==> src/rtl/spell_mem_if.sv <==
// Core-request / memory-bus bundle for spell_mem_master.
// The master modport drives the bus; the slave modport is the core plus memory side.
interface spell_mem_if;
  logic       req_valid;
  logic       req_ready;
  logic       req_write;
  logic       req_data_space;
  logic [7:0] req_addr;
  logic [7:0] req_wdata;
  logic       rsp_valid;
  logic [7:0] rsp_rdata;
  logic       rsp_error;
  logic       select;
  logic [7:0] addr;
  logic [7:0] data_in;
  logic       memory_type_data;
  logic       write;
  logic [7:0] data_out;
  logic       data_ready;

  modport master (
    input  req_valid, req_write, req_data_space, req_addr, req_wdata,
    input  data_out, data_ready,
    output req_ready, rsp_valid, rsp_rdata, rsp_error,
    output select, addr, data_in, memory_type_data, write
  );

  modport slave (
    output req_valid, req_write, req_data_space, req_addr, req_wdata,
    output data_out, data_ready,
    input  req_ready, rsp_valid, rsp_rdata, rsp_error,
    input  select, addr, data_in, memory_type_data, write
  );
endinterface

==> src/rtl/spell_mem_master.sv <==
// Single-outstanding memory bus master: takes one core request, runs one bus
// access with a timeout, and returns a one-cycle response pulse.
//
// state   | meaning
// IDLE    | req_ready high, waiting for a core request
// ACCESS  | select high, waiting for data_ready or the timeout
// RELEASE | one cycle with select low, response pulse is out
module spell_mem_master #(
  parameter int TIMEOUT_CYCLES = 64
) (
  input logic        clk,
  input logic        rst,
  spell_mem_if.master bus
);

  typedef enum logic [1:0] {
    IDLE,
    ACCESS,
    RELEASE
  } state_t;

  localparam logic [7:0] LAST_WAIT = 8'(TIMEOUT_CYCLES - 1);

  state_t     state_q;
  state_t     state_d;
  logic       accept;
  logic       hit_data;
  logic       hit_timeout;

  logic [7:0] wait_cnt;
  logic       cap_write;
  logic       cap_space;
  logic [7:0] cap_addr;
  logic [7:0] cap_wdata;
  logic       rsp_valid_q;
  logic [7:0] rsp_rdata_q;
  logic       rsp_error_q;

  always_ff @(posedge clk or posedge rst) begin
    if (rst) begin
      state_q <= IDLE;
    end else begin
      state_q <= state_d;
    end
  end

  always_comb begin
    state_d     = state_q;
    accept      = 1'b0;
    hit_data    = 1'b0;
    hit_timeout = 1'b0;
    case (state_q)
      IDLE: begin
        if (bus.req_valid) begin
          accept  = 1'b1;
          state_d = ACCESS;
        end
      end
      ACCESS: begin
        // data_ready takes priority over a timeout landing in the same cycle
        if (bus.data_ready) begin
          hit_data = 1'b1;
          state_d  = RELEASE;
        end else if (wait_cnt == LAST_WAIT) begin
          hit_timeout = 1'b1;
          state_d     = RELEASE;
        end
      end
      RELEASE: state_d = IDLE;
      default: state_d = IDLE;
    endcase
  end

  always_ff @(posedge clk or posedge rst) begin
    if (rst) begin
      wait_cnt    <= 8'h00;
      cap_write   <= 1'b0;
      cap_space   <= 1'b0;
      cap_addr    <= 8'h00;
      cap_wdata   <= 8'h00;
      rsp_valid_q <= 1'b0;
      rsp_rdata_q <= 8'h00;
      rsp_error_q <= 1'b0;
    end else begin
      rsp_valid_q <= hit_data | hit_timeout;
      if (accept) begin
        cap_write <= bus.req_write;
        cap_space <= bus.req_data_space;
        cap_addr  <= bus.req_addr;
        cap_wdata <= bus.req_wdata;
        wait_cnt  <= 8'h00;
      end else if (state_q == ACCESS && !bus.data_ready && wait_cnt != 8'hFF) begin
        wait_cnt <= wait_cnt + 8'h01;
      end
      if (hit_data) begin
        rsp_rdata_q <= cap_write ? 8'h00 : bus.data_out;
        rsp_error_q <= 1'b0;
      end else if (hit_timeout) begin
        rsp_rdata_q <= 8'h00;
        rsp_error_q <= 1'b1;
      end
    end
  end

  assign bus.req_ready        = (state_q == IDLE);
  assign bus.select           = (state_q == ACCESS);
  assign bus.write            = (state_q == ACCESS) && cap_write;
  assign bus.addr             = cap_addr;
  assign bus.data_in          = cap_wdata;
  assign bus.memory_type_data = cap_space;
  assign bus.rsp_valid        = rsp_valid_q;
  assign bus.rsp_rdata        = rsp_rdata_q;
  assign bus.rsp_error        = rsp_error_q;

endmodule

==> src/flat_wrapper.sv <==
// flat-port wrapper written by rule: the top's interface ports become plain ports
module spell_mem_master_flat 
#(
  parameter int TIMEOUT_CYCLES = 64
)
  (clk, rst, bus_req_valid, bus_req_write, bus_req_data_space, bus_req_addr, bus_req_wdata, bus_data_out, bus_data_ready, bus_req_ready, bus_rsp_valid, bus_rsp_rdata, bus_rsp_error, bus_select, bus_addr, bus_data_in, bus_memory_type_data, bus_write);
  spell_mem_if bus_i ();
  input logic clk;
  input logic rst;
  input wire logic [$bits(bus_i.req_valid)-1:0] bus_req_valid;
  input wire logic [$bits(bus_i.req_write)-1:0] bus_req_write;
  input wire logic [$bits(bus_i.req_data_space)-1:0] bus_req_data_space;
  input wire logic [$bits(bus_i.req_addr)-1:0] bus_req_addr;
  input wire logic [$bits(bus_i.req_wdata)-1:0] bus_req_wdata;
  input wire logic [$bits(bus_i.data_out)-1:0] bus_data_out;
  input wire logic [$bits(bus_i.data_ready)-1:0] bus_data_ready;
  output wire logic [$bits(bus_i.req_ready)-1:0] bus_req_ready;
  output wire logic [$bits(bus_i.rsp_valid)-1:0] bus_rsp_valid;
  output wire logic [$bits(bus_i.rsp_rdata)-1:0] bus_rsp_rdata;
  output wire logic [$bits(bus_i.rsp_error)-1:0] bus_rsp_error;
  output wire logic [$bits(bus_i.select)-1:0] bus_select;
  output wire logic [$bits(bus_i.addr)-1:0] bus_addr;
  output wire logic [$bits(bus_i.data_in)-1:0] bus_data_in;
  output wire logic [$bits(bus_i.memory_type_data)-1:0] bus_memory_type_data;
  output wire logic [$bits(bus_i.write)-1:0] bus_write;
  assign bus_i.req_valid = bus_req_valid;
  assign bus_i.req_write = bus_req_write;
  assign bus_i.req_data_space = bus_req_data_space;
  assign bus_i.req_addr = bus_req_addr;
  assign bus_i.req_wdata = bus_req_wdata;
  assign bus_i.data_out = bus_data_out;
  assign bus_i.data_ready = bus_data_ready;
  assign bus_req_ready = bus_i.req_ready;
  assign bus_rsp_valid = bus_i.rsp_valid;
  assign bus_rsp_rdata = bus_i.rsp_rdata;
  assign bus_rsp_error = bus_i.rsp_error;
  assign bus_select = bus_i.select;
  assign bus_addr = bus_i.addr;
  assign bus_data_in = bus_i.data_in;
  assign bus_memory_type_data = bus_i.memory_type_data;
  assign bus_write = bus_i.write;
  spell_mem_master #(.TIMEOUT_CYCLES(TIMEOUT_CYCLES)) u_core (.clk(clk), .rst(rst), .bus(bus_i));
endmodule
==> config.mk <==
export PLATFORM = sky130hd
export DESIGN_NAME = spell_mem_master_flat
export DESIGN_NICKNAME = d
export VERILOG_FILES = /design/src/rtl/spell_mem_if.sv /design/src/rtl/spell_mem_master.sv /design/src/flat_wrapper.sv
export SDC_FILE = /design/constraint.sdc
export NUM_CORES = 1
export LEC_CHECK = 0
export ABC_AREA = 1
export BUFFER_PORTS_ARGS = -buffer_cell sky130_fd_sc_hd__buf_4
export CAP_MARGIN = 20
export CORE_MARGIN = 4
export CORE_UTILIZATION = 45
export DETAILED_ROUTE_END_ITERATION = 16
export PLACE_DENSITY_LB_ADDON = 0.1
export REMOVE_ABC_BUFFERS = 1
export SETUP_SLACK_MARGIN = 0.3
export SYNTH_ARGS = -nofsm -noshare
export SYNTH_HDL_FRONTEND = slang
export SYNTH_SLANG_ARGS = --single-unit
==> constraint.sdc <==
create_clock -name clk -period 1.2 [get_ports clk]
set_input_delay 0.12 -clock clk [delete_from_list [all_inputs] [get_ports clk]]
set_output_delay 0.12 -clock clk [all_outputs]
set_load 0.02 [all_outputs]
Yosys cells after proc, flatten, opt, wreduce, memory -nomap -nowiden
Cells that the tools add are included.
Widths: inputs -> output; s select.
- bits in registers: 38
- add/subtract/negate cells: 1
- mux-type cells: 18
- equal/unequal tests: 5
- bitwise operators: 1
- reductions and logical operators: 8
- operators by type and width (kind ; number):
    $mux 8 ; 5
    $mux 1 ; 9
    $add 8x1->8 const B ; 1
    $eq 8x6->1 const B ; 1
    $ne 8x8->1 const B ; 1
    $mux 2 ; 3
    $pmux 2 s2 ; 1
    $reduce_bool 2->1 ; 2
    $logic_and 1x1->1 ; 3
    $ne 3x2->1 const B ; 1
    $eq 2x1->1 const B ; 1
    $logic_not 2->1 ; 1
    $ne 2x2->1 const B ; 1
    $reduce_and 2->1 ; 1
    $logic_not 1->1 ; 1
    $or 1x1->1 ; 1

Longest topological paths before layout
- word-level depth: 6
- gate-level depth with buffers: 7
- depth with buffers taken out: 7

Worst setup path before layout
OpenSTA, ideal clock, no wires.
- kind: register to register
- from: register u_core.wait_cnt[0]
- to: register u_core.wait_cnt[4]
- arrival time: 1.170 ns
- period minus slack after synthesis: 1.288 ns
- cell stages (with the launch flop): 7
- path slack: -0.088 ns
- cell sequence: dfrtp_1 ha_1 nand2_2 nor2_8 or2_2 nand3_1 nand2_1
- word-level cells in the longest chain between the ends: 3
- elaborated cells on any way between the ends: 6
- those cells by class: 1 x add/sub; 1 x eq/ne; 2 x mux; 2 x reduce/logical
- ends and longest elaborated chain (element ; RTL line ; text):
    from (decl) ; spell_mem_master.sv:30 ; logic [7:0] wait_cnt;
    from (signal assigned) ; spell_mem_master.sv:93 ; wait_cnt <= wait_cnt + 8'h01;
    $add 8x1->8 or $ne 8x8->1 (tied branches) ; spell_mem_master.sv:93, spell_mem_master.sv:92 ;
    $mux 8 or $logic_and 1x1->1 (tied branches) ; spell_mem_master.sv:92 ; end else if (state_q == ACCESS && !bus.data_ready && wait_cnt != 8'hFF) begin
    $mux 8 or $reduce_bool 2->1 (tied branches) ; - ;
Parallel ways exist; a longest one is shown, timed or not. The select of a mux whose other input is x is not followed.
A chain may end at the register's enable or synchronous reset.

Worst setup path after layout
- from: register u_core.state_q[1]
- to: output bus_write
- word-level cells in the longest chain between the ends: 2
- ends and longest elaborated chain (element ; RTL line ; text):
    from (decl) ; spell_mem_master.sv:24 ; state_t state_q;
    from (signal assigned) ; spell_mem_master.sv:43 ; state_q <= state_d;
    $eq 2x1->1 ; spell_mem_master.sv:107 ; assign bus.write = (state_q == ACCESS) && cap_write;
    $logic_and 1x1->1 ; spell_mem_master.sv:107 ;
    to (decl) ; flat_wrapper.sv:25 ; output wire logic [$bits(bus_i.write)-1:0] bus_write;
Every way passes these cells.

==> flow_metrics.tcl <==
set metrics [dict create \
    synth_mux_area_share_pct 0 \
    cts_max_level 2 \
    die_x_um 70.7 \
    clk_pin_slew_ns 0.07 \
    synth_compound_area_share_pct 1.91 \
    busiest_layer "met2" \
    gp_congestion 0.802 \
    synth.area.top_cells "dfrtp_1 54%, nand2_1 21%, nand3_1 5.1%" \
    setup_viol 22 \
    syn_inst 201 \
    layout.cells.most_common "nand2_1" \
    outcome "finished with violations" \
    peakVddDrop_uv 1460 \
    design.die.area_sq_mm 0.00500 \
    cp-start-kind "flop" \
    dr.pass1.iters 4 \
    grt_max_degree 39 \
    place_hpwl_mm 2.97 \
    fmax_ghz 0.790 \
    grt_use_met1_pct 26.0 \
    synth_xor_area_share_pct 0.495 \
    met2_usage_pct 30.6 \
    yosysUniqueCellTypes 22 \
    grt_pass1_wl_mm 7.71 \
    drv_cap 0 \
    cts_sinks 38 \
    regToRegSetupSlack_ns -0.06 \
    antenna_found_initial 0 \
    power_density_mw_per_mm2 2060 \
    fin_tns_setup_ns -0.732 \
    synth_top_area_cell "dfrtp_1" \
    grt-ovfl-total 0 \
    slew_headroom_pct 81.4 \
    ys_ff_latch 38 \
    antenna_cells 0 \
    grt_pass1_vias 1634 \
    yosysTopAreaCellShare_pct 53.8 \
    setup_ws_ns -0.0658 \
    holdPathStages 3 \
    required_ns 1.08 \
    hold_violations 0 \
    slew_violations 0 \
    violations "setup timing" \
    hp-class "in2reg" \
    die_h_um 70.7 \
    ios 60 \
    drt_iter0_drc 57 \
    num_rows 22 \
    worstMarginPinSlew_ns 0.278 \
    clk_latency_ns 0.28 \
    r2r_end "u_core.bus.rsp_rdata[4]$_DFFE_PP0P_" \
    synth_top_family_by_area "simple AND/OR/NAND/NOR gates" \
    cts.path.max_buffers 2 \
    synth_area_per_cell_sq_um 8.80 \
    crit_fanout 2 \
    ys_seq_area_share_pct 53.8 \
    cp_data_arrival_time_ns 1.15 \
    reg2reg_from "u_core.wait_cnt[1]$_DFFE_PP0P_" \
    use_met3_pct 5.54 \
    dp_slack_ns -0.0911 \
    p_leak_nw 1.55 \
    port-buffer-count 59 \
    reg2reg_depth 7 \
    drc 0 \
    nets 328 \
    fin_skew_ns 0.00598 \
    hold_path_end "u_core.bus.data_in[5]$_DFFE_PP0P_" \
    stdcell_count 345 \
    fin_crit_ns 1.27 \
    num_vias 1625 \
    min_from "bus_req_wdata[5]" \
    worst-setup-path-type "reg2out" \
    final_cell_mix "92 x nand2_1, 58 x buf_4, 38 x dfrtp_1, 31 x buf_6, 14 x nand3_1" \
    min_period_over_period_pct 105 \
    area_delta_synth_final_pct 59.7 \
    wl_per_cell_um 13.1 \
    start_util_pct 47.6 \
    worstSetupEndpointType "primary output" \
    fp.coreArea_sq_mm 0.00372 \
    detail_route.wirelength_mm 4.52 \
    place_inst 320 \
    yosys.area_share.adder_pct 0.708 \
    ys.warnings.count 0 \
    cts_root_buf "clkbuf_8" \
    vias_per_cell 4.71 \
    synthSimpleGateAreaFrac_pct 38.1 \
    syn_area_sq_mm 0.00177 \
    antenna_left 0 \
    grt_setup_unrepaired "true" \
    cts_tree "built" \
    grt_use_total_pct 19.2 \
    numCtsBuffers 5 \
    layout-drive-gt1-share_pct 46.1 \
]
[repair_timing]
action	CTS	global route
gates cloned	0	0
hold buffers	1	0
setup endpoints to repair	68	68
buffers inserted	11	6
pin swaps	7	3
hold endpoints to repair	38	0
gates resized for setup	46	8
[through the flow]
stage / area [sq um] / utilization [%] / hold WS, ns / power, mW
2_1_floorplan: 1730 / - / 0.230 / 3.16
3_3_place_gp: 2410 / 64.8 / 0.197 / 4.22
3_5_place_dp: 2410 / 64.8 / 0.198 / 4.26
4_1_cts: 2750 / 74.1 / 0.0187 / 5.70
5_1_grt: 2820 / 76.0 / 0.0153 / 6.20
6_report: 2820 / 76.0 / 0.0273 / 5.83
[cell type report]
type,instances,area (sq um)
Tap cell,48,60.1
Fill cell,263,893
Multi-Input combinational cell,146,808
Clock buffer,7,76.3
Inverter,12,52.6
Timing Repair Buffer,94,875
Sequential cell,38,951
[metal layers]
metal	wire length [um]	share of wire (%)
met5	0	0
met4	29	0.64
met3	271	6.0
met2	2270	50
met1	1950	43
[power breakdown]
| group | switching [mW] | internal [mW] | total [mW] | leakage [nW] |
|---|---|---|---|---|
| sequential | 0.366 | 1.72 | 2.09 | 0.488 |
| combinational | 1.41 | 1.52 | 2.93 | 1.02 |
| clock | 0.409 | 0.400 | 0.809 | 0.0383 |
[critical path: stages, from the launching register on]
cell     delay (ns)
dfrtp_1        0.39
inv_1          0.07
nand2_2        0.08
buf_6          0.13
nor2_4         0.08
buf_6          0.12
[synthesized netlist by cell type]
cell type and number:
inv_1 10, nand3_2 8, nor2_1 4, xor2_1 1
buf_4 1, dfrtp_1 38, nand2_2 3, nor2_8 1
nand2_1 97, buf_2 2, a21oi_4 1, nor2_4 4
or2_2 1, inv_4 1, inv_2 1, nand3_1 18
ha_1 1, nand2_4 2, o21ai_0 2, o21bai_1 1
buf_6 2, nor2_2 2
[flip-flops by register name, indices dropped and copies added, names as in the netlist]
name / count
u_core.bus.addr: 8
u_core.bus.data_in: 8
u_core.bus.rsp_rdata: 8
u_core.wait_cnt: 8
u_core.state_q: 2
u_core.bus.memory_type_data: 1
u_core.bus.rsp_error: 1
u_core.bus.rsp_valid: 1
u_core.cap_write: 1
[kinds of logic after synthesis]
group,count (synthesis)
and+or+nand+nor,140
adders and majority gates,1
DFF,38
AOI/OAI and AO/OA,4
xor gates and xnor gates,1
buffers and inverters,17
[how the worst max path moves through the flow]
stage               cells after the start  slack (ns)                           start                             endpoint
floorplan                               5       -0.14   u_core.state_q[1]$_DFFE_PP0P_  u_core.bus.rsp_rdata[7]$_DFFE_PP0P_
global placement                        6       -0.06  u_core.wait_cnt[0]$_DFFE_PP0P_       u_core.wait_cnt[4]$_DFFE_PP0P_
detailed placement                      6       -0.09  u_core.wait_cnt[0]$_DFFE_PP0P_       u_core.wait_cnt[4]$_DFFE_PP0P_
CTS                                     3       -0.06   u_core.state_q[1]$_DFFE_PP0P_                        bus_req_ready
global route                            7       -0.12  u_core.wait_cnt[4]$_DFFE_PP0P_       u_core.wait_cnt[1]$_DFFE_PP0P_
finish                                  5       -0.07   u_core.state_q[1]$_DFFE_PP0P_                            bus_write
(Power assumes the default switching activity.)
